$ cat config.mk
export PLATFORM = sky130hd
export DESIGN_NAME = id_stage_pipe
export DESIGN_NICKNAME = d
export VERILOG_FILES = /design/src/rtl/rv_decode_pkg.sv /design/src/rtl/regfile_bypass.sv /design/src/rtl/id_stage_pipe.sv
export SDC_FILE = /design/constraint.sdc
export NUM_CORES = 2
export LEC_CHECK = 0
export CAP_MARGIN = 20
export CORE_ASPECT_RATIO = 1.4
export CORE_MARGIN = 4
export CORE_UTILIZATION = 28
export CTS_CLUSTER_DIAMETER = 150
export DETAILED_ROUTE_END_ITERATION = 7
export DONT_BUFFER_PORTS = 1
export GPL_TIMING_DRIVEN = 0
export PLACE_DENSITY = 0.44
export SKIP_LAST_GASP = 1
export SYNTH_ARGS = -nofsm -noshare
export SYNTH_HDL_FRONTEND = slang
export SYNTH_SLANG_ARGS = --single-unit
$ cat constraint.sdc
create_clock -name clk -period 5 [get_ports clk]
set_clock_uncertainty 0.2 [all_clocks]
set_input_delay 1 -clock clk [delete_from_list [all_inputs] [get_ports clk]]
set_output_delay 1 -clock clk [all_outputs]
set_load 0.02 [all_outputs]
$ cat src/rtl/rv_decode_pkg.sv
// rv_decode_pkg: shared RV32 opcode/ALU constants, immediate formats and control bundle.
package rv_decode_pkg;

    localparam logic [6:0] OPC_LUI    = 7'b0110111;
    localparam logic [6:0] OPC_AUIPC  = 7'b0010111;
    localparam logic [6:0] OPC_JAL    = 7'b1101111;
    localparam logic [6:0] OPC_JALR   = 7'b1100111;
    localparam logic [6:0] OPC_BRANCH = 7'b1100011;
    localparam logic [6:0] OPC_LOAD   = 7'b0000011;
    localparam logic [6:0] OPC_STORE  = 7'b0100011;
    localparam logic [6:0] OPC_OP_IMM = 7'b0010011;
    localparam logic [6:0] OPC_OP     = 7'b0110011;

    localparam logic [4:0] ALU_ADD   = 5'd0;
    localparam logic [4:0] ALU_SUB   = 5'd1;
    localparam logic [4:0] ALU_SLL   = 5'd2;
    localparam logic [4:0] ALU_SLT   = 5'd3;
    localparam logic [4:0] ALU_SLTU  = 5'd4;
    localparam logic [4:0] ALU_XOR   = 5'd5;
    localparam logic [4:0] ALU_SRL   = 5'd6;
    localparam logic [4:0] ALU_SRA   = 5'd7;
    localparam logic [4:0] ALU_MUL   = 5'd8;
    localparam logic [4:0] ALU_OR    = 5'd16;
    localparam logic [4:0] ALU_AND   = 5'd17;
    localparam logic [4:0] ALU_PASSB = 5'd18;

    typedef enum logic [2:0] {IMM_NONE, IMM_I, IMM_S, IMM_B, IMM_U, IMM_J} imm_fmt_e;

    typedef struct packed {
        logic [4:0] alu;
        logic       we;
        logic       mr;
        logic       mw;
        logic       br;
        logic       jp;
        logic       isel;
        logic       ill;
    } ctrl_t;

    function automatic logic [4:0] alu_base(input logic [2:0] f3, input logic alt);
        case (f3)
            3'd0:    return alt ? ALU_SUB : ALU_ADD;
            3'd1:    return ALU_SLL;
            3'd2:    return ALU_SLT;
            3'd3:    return ALU_SLTU;
            3'd4:    return ALU_XOR;
            3'd5:    return alt ? ALU_SRA : ALU_SRL;
            3'd6:    return ALU_OR;
            default: return ALU_AND;
        endcase
    endfunction

    function automatic logic [31:0] imm32(input imm_fmt_e f, input logic [31:0] i);
        case (f)
            IMM_I:   return {{21{i[31]}}, i[30:20]};
            IMM_S:   return {{21{i[31]}}, i[30:25], i[11:7]};
            IMM_B:   return {{20{i[31]}}, i[7], i[30:25], i[11:8], 1'b0};
            IMM_U:   return {i[31:12], 12'b0};
            IMM_J:   return {{12{i[31]}}, i[19:12], i[20], i[30:21], 1'b0};
            default: return '0;
        endcase
    endfunction

endpackage

$ cat src/rtl/regfile_bypass.sv
// regfile_bypass: NREGS x XLEN register file, two read ports with write-through bypass, x0 reads zero.
module regfile_bypass #(
    parameter int XLEN  = 32,
    parameter int NREGS = 32
) (
    input  logic                     clk,
    input  logic                     rst,
    input  logic                     i_we,
    input  logic [$clog2(NREGS)-1:0] i_wr,
    input  logic [XLEN-1:0]          i_wd,
    input  logic [$clog2(NREGS)-1:0] i_rs1,
    input  logic [$clog2(NREGS)-1:0] i_rs2,
    output logic [XLEN-1:0]          o_rd1,
    output logic [XLEN-1:0]          o_rd2
);
    logic [XLEN-1:0] r_regs [NREGS];

    always_ff @(posedge clk)
        if (rst) r_regs <= '{default: '0};
        else if (i_we && i_wr != '0) r_regs[i_wr] <= i_wd;

    assign o_rd1 = (i_rs1 == '0) ? '0 : (i_we && i_wr == i_rs1) ? i_wd : r_regs[i_rs1];
    assign o_rd2 = (i_rs2 == '0) ? '0 : (i_we && i_wr == i_rs2) ? i_wd : r_regs[i_rs2];
endmodule

$ cat src/rtl/id_stage_pipe.sv
// id_stage_pipe: RV32 decode stage with registered outputs, load-use stall and bypassed register file.
// Define RV32M_EN to decode MUL..REMU; otherwise those encodings are flagged illegal.
module id_stage_pipe
    import rv_decode_pkg::*;
#(
    parameter int XLEN  = 32,
    parameter int NREGS = 32
) (
    input  logic                     clk,
    input  logic                     rst,
    input  logic                     i_if_valid,
    input  logic [XLEN-1:0]          i_if_pc,
    input  logic [XLEN-1:0]          i_if_pc_plus4,
    input  logic [31:0]              i_if_instruction,
    output logic                     o_id_ready,
    input  logic                     i_flush,
    input  logic                     i_ex_ready,
    input  logic                     i_wb_write_enable,
    input  logic [$clog2(NREGS)-1:0] i_wb_rd,
    input  logic [XLEN-1:0]          i_wb_write_data,
    output logic                     o_id_valid,
    output logic [XLEN-1:0]          o_id_pc,
    output logic [XLEN-1:0]          o_id_pc_plus4,
    output logic [XLEN-1:0]          o_id_read_data1,
    output logic [XLEN-1:0]          o_id_read_data2,
    output logic [XLEN-1:0]          o_id_immediate,
    output logic [$clog2(NREGS)-1:0] o_id_rd,
    output logic [$clog2(NREGS)-1:0] o_id_rs1,
    output logic [$clog2(NREGS)-1:0] o_id_rs2,
    output logic [2:0]               o_id_func3,
    output logic [4:0]               o_id_alu_control,
    output logic                     o_id_write_enable,
    output logic                     o_id_mem_read,
    output logic                     o_id_mem_write,
    output logic                     o_id_branch,
    output logic                     o_id_jump,
    output logic                     o_id_imm_select,
    output logic                     o_id_illegal
);
    localparam int AW = $clog2(NREGS);
`ifdef RV32M_EN
    localparam bit M_EN = 1'b1;
`else
    localparam bit M_EN = 1'b0;
`endif

    logic [6:0]      w_opc, w_f7;
    logic [2:0]      w_f3;
    logic [AW-1:0]   w_rd, w_rs1, w_rs2;
    logic [XLEN-1:0] w_rd1, w_rd2, w_imm;
    imm_fmt_e        w_fmt;
    ctrl_t           w_c, w_ctrl;
    logic            w_legal, w_use1, w_use2, w_adv, w_haz;

    logic            r_valid;
    logic [XLEN-1:0] r_pc, r_pc4, r_rd1, r_rd2, r_imm;
    logic [AW-1:0]   r_rd, r_rs1, r_rs2;
    logic [2:0]      r_f3;
    ctrl_t           r_ctrl;

    assign w_opc = i_if_instruction[6:0];
    assign w_f3  = i_if_instruction[14:12];
    assign w_f7  = i_if_instruction[31:25];
    assign w_rd  = i_if_instruction[7 +: AW];
    assign w_rs1 = i_if_instruction[15 +: AW];
    assign w_rs2 = i_if_instruction[20 +: AW];

    regfile_bypass #(.XLEN(XLEN), .NREGS(NREGS)) u_rf (
        .clk   (clk),
        .rst   (rst),
        .i_we  (i_wb_write_enable),
        .i_wr  (i_wb_rd),
        .i_wd  (i_wb_write_data),
        .i_rs1 (w_rs1),
        .i_rs2 (w_rs2),
        .o_rd1 (w_rd1),
        .o_rd2 (w_rd2)
    );

    always_comb begin
        w_c     = '0;
        w_fmt   = IMM_NONE;
        w_use1  = 1'b0;
        w_use2  = 1'b0;
        w_legal = 1'b0;
        case (w_opc)
            OPC_LUI:    begin w_legal = 1'b1; w_fmt = IMM_U; w_c.we = 1'b1; w_c.isel = 1'b1; w_c.alu = ALU_PASSB; end
            OPC_AUIPC:  begin w_legal = 1'b1; w_fmt = IMM_U; w_c.we = 1'b1; w_c.isel = 1'b1; end
            OPC_JAL:    begin w_legal = 1'b1; w_fmt = IMM_J; w_c.we = 1'b1; w_c.jp = 1'b1; w_c.isel = 1'b1; end
            OPC_JALR:   begin w_legal = w_f3 == 3'd0; w_fmt = IMM_I; w_use1 = 1'b1; w_c.we = 1'b1; w_c.jp = 1'b1; w_c.isel = 1'b1; end
            OPC_BRANCH: begin w_legal = w_f3[2:1] != 2'b01; w_fmt = IMM_B; w_use1 = 1'b1; w_use2 = 1'b1; w_c.br = 1'b1; w_c.alu = ALU_SUB; end
            OPC_LOAD:   begin w_legal = w_f3 != 3'd3 && w_f3[2:1] != 2'b11; w_fmt = IMM_I; w_use1 = 1'b1; w_c.we = 1'b1; w_c.mr = 1'b1; w_c.isel = 1'b1; end
            OPC_STORE:  begin w_legal = w_f3 < 3'd3; w_fmt = IMM_S; w_use1 = 1'b1; w_use2 = 1'b1; w_c.mw = 1'b1; w_c.isel = 1'b1; end
            OPC_OP_IMM: begin
                w_legal  = (w_f3 == 3'd1) ? w_f7 == 7'h00 : (w_f3 == 3'd5) ? (w_f7 == 7'h00 || w_f7 == 7'h20) : 1'b1;
                w_fmt    = IMM_I;
                w_use1   = 1'b1;
                w_c.we   = 1'b1;
                w_c.isel = 1'b1;
                w_c.alu  = alu_base(w_f3, w_f3 == 3'd5 && w_f7[5]);
            end
            OPC_OP: begin
                w_legal = w_f7 == 7'h00 || (w_f7 == 7'h20 && (w_f3 == 3'd0 || w_f3 == 3'd5)) || (M_EN && w_f7 == 7'h01);
                w_use1  = 1'b1;
                w_use2  = 1'b1;
                w_c.we  = 1'b1;
                w_c.alu = (w_f7 == 7'h01) ? (ALU_MUL | {2'b00, w_f3}) : alu_base(w_f3, w_f7[5]);
            end
            default: ;
        endcase
        w_ctrl = w_c;
        if (!w_legal) begin
            w_ctrl     = '0;
            w_ctrl.ill = 1'b1;
        end
    end

    assign w_imm = XLEN'($signed(imm32(w_fmt, i_if_instruction)));
    assign w_adv = i_ex_ready || !r_valid;
    assign w_haz = r_valid && r_ctrl.mr && r_rd != '0 && ((w_use1 && r_rd == w_rs1) || (w_use2 && r_rd == w_rs2));
    assign o_id_ready = !rst && (i_flush || (w_adv && !w_haz));

    // Reset, flush and load-use bubbles all clear the whole output register.
    always_ff @(posedge clk)
        if (rst || i_flush || (w_adv && w_haz)) begin
            r_valid <= 1'b0;
            r_pc    <= '0;
            r_pc4   <= '0;
            r_rd1   <= '0;
            r_rd2   <= '0;
            r_imm   <= '0;
            r_rd    <= '0;
            r_rs1   <= '0;
            r_rs2   <= '0;
            r_f3    <= '0;
            r_ctrl  <= '0;
        end else if (w_adv) begin
            r_valid <= i_if_valid;
            r_pc    <= i_if_pc;
            r_pc4   <= i_if_pc_plus4;
            r_rd1   <= w_rd1;
            r_rd2   <= w_rd2;
            r_imm   <= w_imm;
            r_rd    <= w_rd;
            r_rs1   <= w_rs1;
            r_rs2   <= w_rs2;
            r_f3    <= w_f3;
            r_ctrl  <= w_ctrl;
        end

    assign o_id_valid        = r_valid;
    assign o_id_pc           = r_pc;
    assign o_id_pc_plus4     = r_pc4;
    assign o_id_read_data1   = r_rd1;
    assign o_id_read_data2   = r_rd2;
    assign o_id_immediate    = r_imm;
    assign o_id_rd           = r_rd;
    assign o_id_rs1          = r_rs1;
    assign o_id_rs2          = r_rs2;
    assign o_id_func3        = r_f3;
    assign o_id_alu_control  = r_ctrl.alu;
    assign o_id_write_enable = r_ctrl.we;
    assign o_id_mem_read     = r_ctrl.mr;
    assign o_id_mem_write    = r_ctrl.mw;
    assign o_id_branch       = r_ctrl.br;
    assign o_id_jump         = r_ctrl.jp;
    assign o_id_imm_select   = r_ctrl.isel;
    assign o_id_illegal      = r_ctrl.ill;
endmodule

==> reports/qor.log <==
[status] result of the run complete, no violations
[pwr] Pwr Density 335 nW/um2
[drt] wire length on met3 19000 um
[setup_path] longest individual stage delay on the worst path 600 ps
[setup_path] critical path peak fanout 10
[logic_synthesis] Mapped Cells 6409
[setup_path] Worst Path Class, Setup reg -> out
[setup_path] required time of the critical path 3800 ps
[logic_synthesis] fraction of post-synthesis cell area in the top cell type by area 41.5%
[sta] post-route fraction of the period consumed by the critical path 95.0%
[die] number of standard-cell rows in the floorplan 198
[grt] Congestion Overflow GR 0
[grt] vias in the first global route 50100
[logic_synthesis] flops & latches, synth 1215
[layout] fraction of final layout cells sized beyond drive strength 1 15.0%
[sta] max-slew violation count 0
[die] die boundary height 550 um
[die] Top-Level Pins 331
[placed_design] port buffer count 0
[grt] maximum number of pins on one net before global-route repair 15
[die] Chip Width 395 um
[logic_synthesis] leading post-synthesis cells by cell area sky130_fd_sc_hd__dfxtp_1, sky130_fd_sc_hd__mux4_2, sky130_fd_sc_hd__nand2_1
[logic_synthesis] Post-Syn Area per Cell 9.15 um2
[drt] DR WL met2 137000 um
[layout] combined area of the multi-input logic cells 31700 um2
[logic_synthesis] post-synthesis instance area 58700 um2
[clock_tree] number of clock sinks 1215
[sta] Hold Violations, Final 0
[drt] DRC viols 0
[logic_synthesis] most used flip-flop cell after synthesis sky130_fd_sc_hd__dfxtp_1
[layout] post-route standard cell area excluding fillers 67100 um2
[clock_tree] hold bufs inserted after CTS 0
[sta] setup violators final 0
[placed_design] post-place setup slack -489 ps
[sta] slew of the pin with the lowest slew margin 1340 ps
[drt] router iterations before antenna repair 8
[logic_synthesis] Yosys top cell by area sky130_fd_sc_hd__dfxtp_1
[drt] DRT met1 WL 96600 um
[clock_tree] Num CTS Buffers 140
[drt] routed len/inst 29.0 um
[setup_path] Crit-path slowest cell sky130_fd_sc_hd__nor2b_2
[sta] final critical path time including I/O delays and setup 4750 ps
[layout] number of fillers in the final layout 21800
[placed_design] Final GP Congestion 0.979
[logic_synthesis] number of synthesized flops with an enable pin 0
[drt] final WL 272000 um
[pwr] total power 22500 uW
[clock_tree] Clk Latency, worst-skew pair 800 ps
[logic_synthesis] share of synthesized area occupied by flip-flops and latches 41.5%
[setup_path] arrival time worst endpoint 3550 ps
[die] die area 217000 um2
[layout] area added between synthesis and finish 14.5%
[pwr] leakage power summed over all cells 0.0215 uW
[layout] most common library cell in the layout ignoring fill and taps sky130_fd_sc_hd__nand2_1
[grt] overall global routing resource usage 24.2%
[flow_run] number of maximum-capacitance violations 0
[pwr] Max VDD drop 209 uV
[die] initial standard-cell utilization of the core 28.2%
[setup_path] CP Launch Type register
[clock_tree] clock tree root driver cell sky130_fd_sc_hd__clkbuf_16
[logic_synthesis] YS warnings 0
[clock_tree] TritonCTS clock tree built
[grt] global-route wire length before repair 376000 um
[clock_tree] clock input transition at the sequential cells of the worst setup and hold paths 70 ps
[sta] hold_ws 110 ps
[logic_synthesis] post-synth cell types 53
[drt] count of routing violations after the opening detailed-route iteration 4550
[drt] Post-DRT Antenna Nets 0
[placed_design] final HPWL from detailed placement 222000 um
[sta] worst slew margin relative to its limit 10.3%
[setup_path] kind of end point of the critical path output pin
[layout] nets@finish 6715
[logic_synthesis] syn nets 6548
[drt] via total after detailed routing 50200
[logic_synthesis] share of synthesized flip-flops with an asynchronous set or reset 0%
[sta] Sum Neg Setup Slack 0 ps
[hold_path] class of the tightest hold or removal check in -> reg
[placed_design] post-place instance area 62400 um2
[drt] highest metal layer with signal wires met5
[layout] commonest cells after routing, fill and taps aside sky130_fd_sc_hd__nand2_1, sky130_fd_sc_hd__dfxtp_1, sky130_fd_sc_hd__a21oi_1
[sta] final worst setup slack 251 ps
[setup_path] series of cell instances along the critical path nor2b_2, clkbuf_2, clkbuf_2, nor2_1, nor2_2, nor2_1
[drt] number of vias per cell after detailed routing 5.35
[layout] Storage cell area 24300 um2
[clock_tree] H-tree Lvls 4
[grt] number of antenna violations at the first check in global routing 11
[clock_tree] maximum root-to-sink buffer count 4
[sta] fmax 211 MHz
[sta] setup repair after global routing missed its margin false
[die] floorplan core area 208000 um2
where the power goes:
part           leakage [uW]  internal [uW]  switching (uW)  total, uW
combinational       0.00937            484            1230       1710
clock               0.00231           6430            4500      10900
sequential          0.00981           9770             119       9890
total                0.0215          16700            5840      22500
critical path: cells and delay by family (launching register included):
family	cells	cell delay [ps]
flops	1	580
simple gates	4	1410
buf+inv	2	730
Yosys cell counts, types with 2 or more instances:
library cell,count
sky130_fd_sc_hd__dfxtp_1,1215
sky130_fd_sc_hd__a221oi_1,6
sky130_fd_sc_hd__nand4_1,3
sky130_fd_sc_hd__a31oi_1,10
sky130_fd_sc_hd__buf_4,11
sky130_fd_sc_hd__nand2b_1,6
sky130_fd_sc_hd__mux4_2,640
sky130_fd_sc_hd__nor2b_1,39
sky130_fd_sc_hd__a211oi_1,3
sky130_fd_sc_hd__a2bb2oi_1,11
sky130_fd_sc_hd__nor3b_1,4
sky130_fd_sc_hd__or4_1,3
sky130_fd_sc_hd__o211ai_2,2
sky130_fd_sc_hd__nand2_1,2334
sky130_fd_sc_hd__xor2_1,12
sky130_fd_sc_hd__nand3b_1,4
sky130_fd_sc_hd__nor4_1,4
sky130_fd_sc_hd__and2_1,6
sky130_fd_sc_hd__or2_2,3
sky130_fd_sc_hd__xnor2_1,9
sky130_fd_sc_hd__mux2i_1,64
sky130_fd_sc_hd__o32ai_1,2
sky130_fd_sc_hd__and3b_1,4
sky130_fd_sc_hd__nand3_1,16
sky130_fd_sc_hd__and3_1,4
sky130_fd_sc_hd__o21ai_0,75
sky130_fd_sc_hd__buf_1,25
sky130_fd_sc_hd__buf_6,9
sky130_fd_sc_hd__a22oi_1,11
sky130_fd_sc_hd__or3b_2,3
sky130_fd_sc_hd__clkbuf_1,526
sky130_fd_sc_hd__o21ai_2,3
sky130_fd_sc_hd__o21ai_1,57
sky130_fd_sc_hd__nor2_1,80
sky130_fd_sc_hd__inv_1,3
sky130_fd_sc_hd__nor3_1,13
sky130_fd_sc_hd__buf_2,74
sky130_fd_sc_hd__a21oi_1,1100
final timing paths:
| kind | depth (start not counted) | end | startpoint | slack [ps] |
|---|---|---|---|---|
| setup / recovery | 6 | o_id_ready | o_id_valid$_SDFFE_PP0P_ | 250 |
| hold / removal | 2 | u_rf.r_regs[961]$_SDFFE_PP0P_ | i_wb_write_data[1] | 110 |
| setup reg to reg | 8 | o_id_read_data1[28]$_SDFFE_PP0P_ | o_id_valid$_SDFFE_PP0P_ | 1600 |
| hold reg to reg | 2 | u_rf.r_regs[778]$_SDFFE_PP0P_ | u_rf.r_regs[778]$_SDFFE_PP0P_ | 260 |
metrics by stage:
stage                     utilization, %  cells
after detailed placement            30.0   9132
after floorplan                        -   6409
after global placement              29.8   9109
final                               32.3   9382
after global routing                32.3   9373
after CTS                           32.2   9370
cell type report:
cell class	instances	share of cell area (%)
antenna	10	0.0373
buffer	645	3.92
clock buffer	193	6.08
clock inverter	45	0.915
inverter	3	0.0168
multi-input combinational	4546	47.2
sequential	1215	36.2
tap	2700	5.03
timing repair buffer	25	0.563
sequential cells by signal (all words and copies together) (netlist names):
| name | count |
|---|---|
| o_id_func3 | 3 |
| o_id_read_data1 | 32 |
| o_id_pc_plus4 | 32 |
| u_rf.r_regs | 1024 |
| o_id_branch | 1 |
| o_id_mem_write | 1 |
| o_id_imm_select | 1 |
| o_id_read_data2 | 32 |
| o_id_pc | 32 |
| o_id_alu_control | 5 |
| o_id_rd | 5 |
| o_id_illegal | 1 |
| o_id_valid | 1 |
| o_id_rs2 | 5 |
| o_id_rs1 | 5 |
| o_id_jump | 1 |
| o_id_mem_read | 1 |
| o_id_write_enable | 1 |
| o_id_immediate | 32 |
cells by family after synthesis:
| kind of cell | count (synthesis) | synth area share [%] |
|---|---|---|
| AND/OR/NAND/NOR | 2530 | 16.7 |
| XOR/XNOR | 21 | 0.314 |
| buffers and inverters | 648 | 4.49 |
| AO/OA/AOI/OAI | 1291 | 11.4 |
| multiplexers | 704 | 25.7 |
| flip-flops | 1215 | 41.5 |
layer usage:
layer	GRT usage, %	up-vias
li1	-	22600
met1	25.8	24800
met2	43.5	2094
met3	5.30	672
met4	14.9	2
met5	0	-
timing repair:
item                       in CTS  in global routing
setup endpoints to repair       1                  1
resized for setup               3                  2
buffers inserted                0                  0
(Power assumes the default switching activity.)
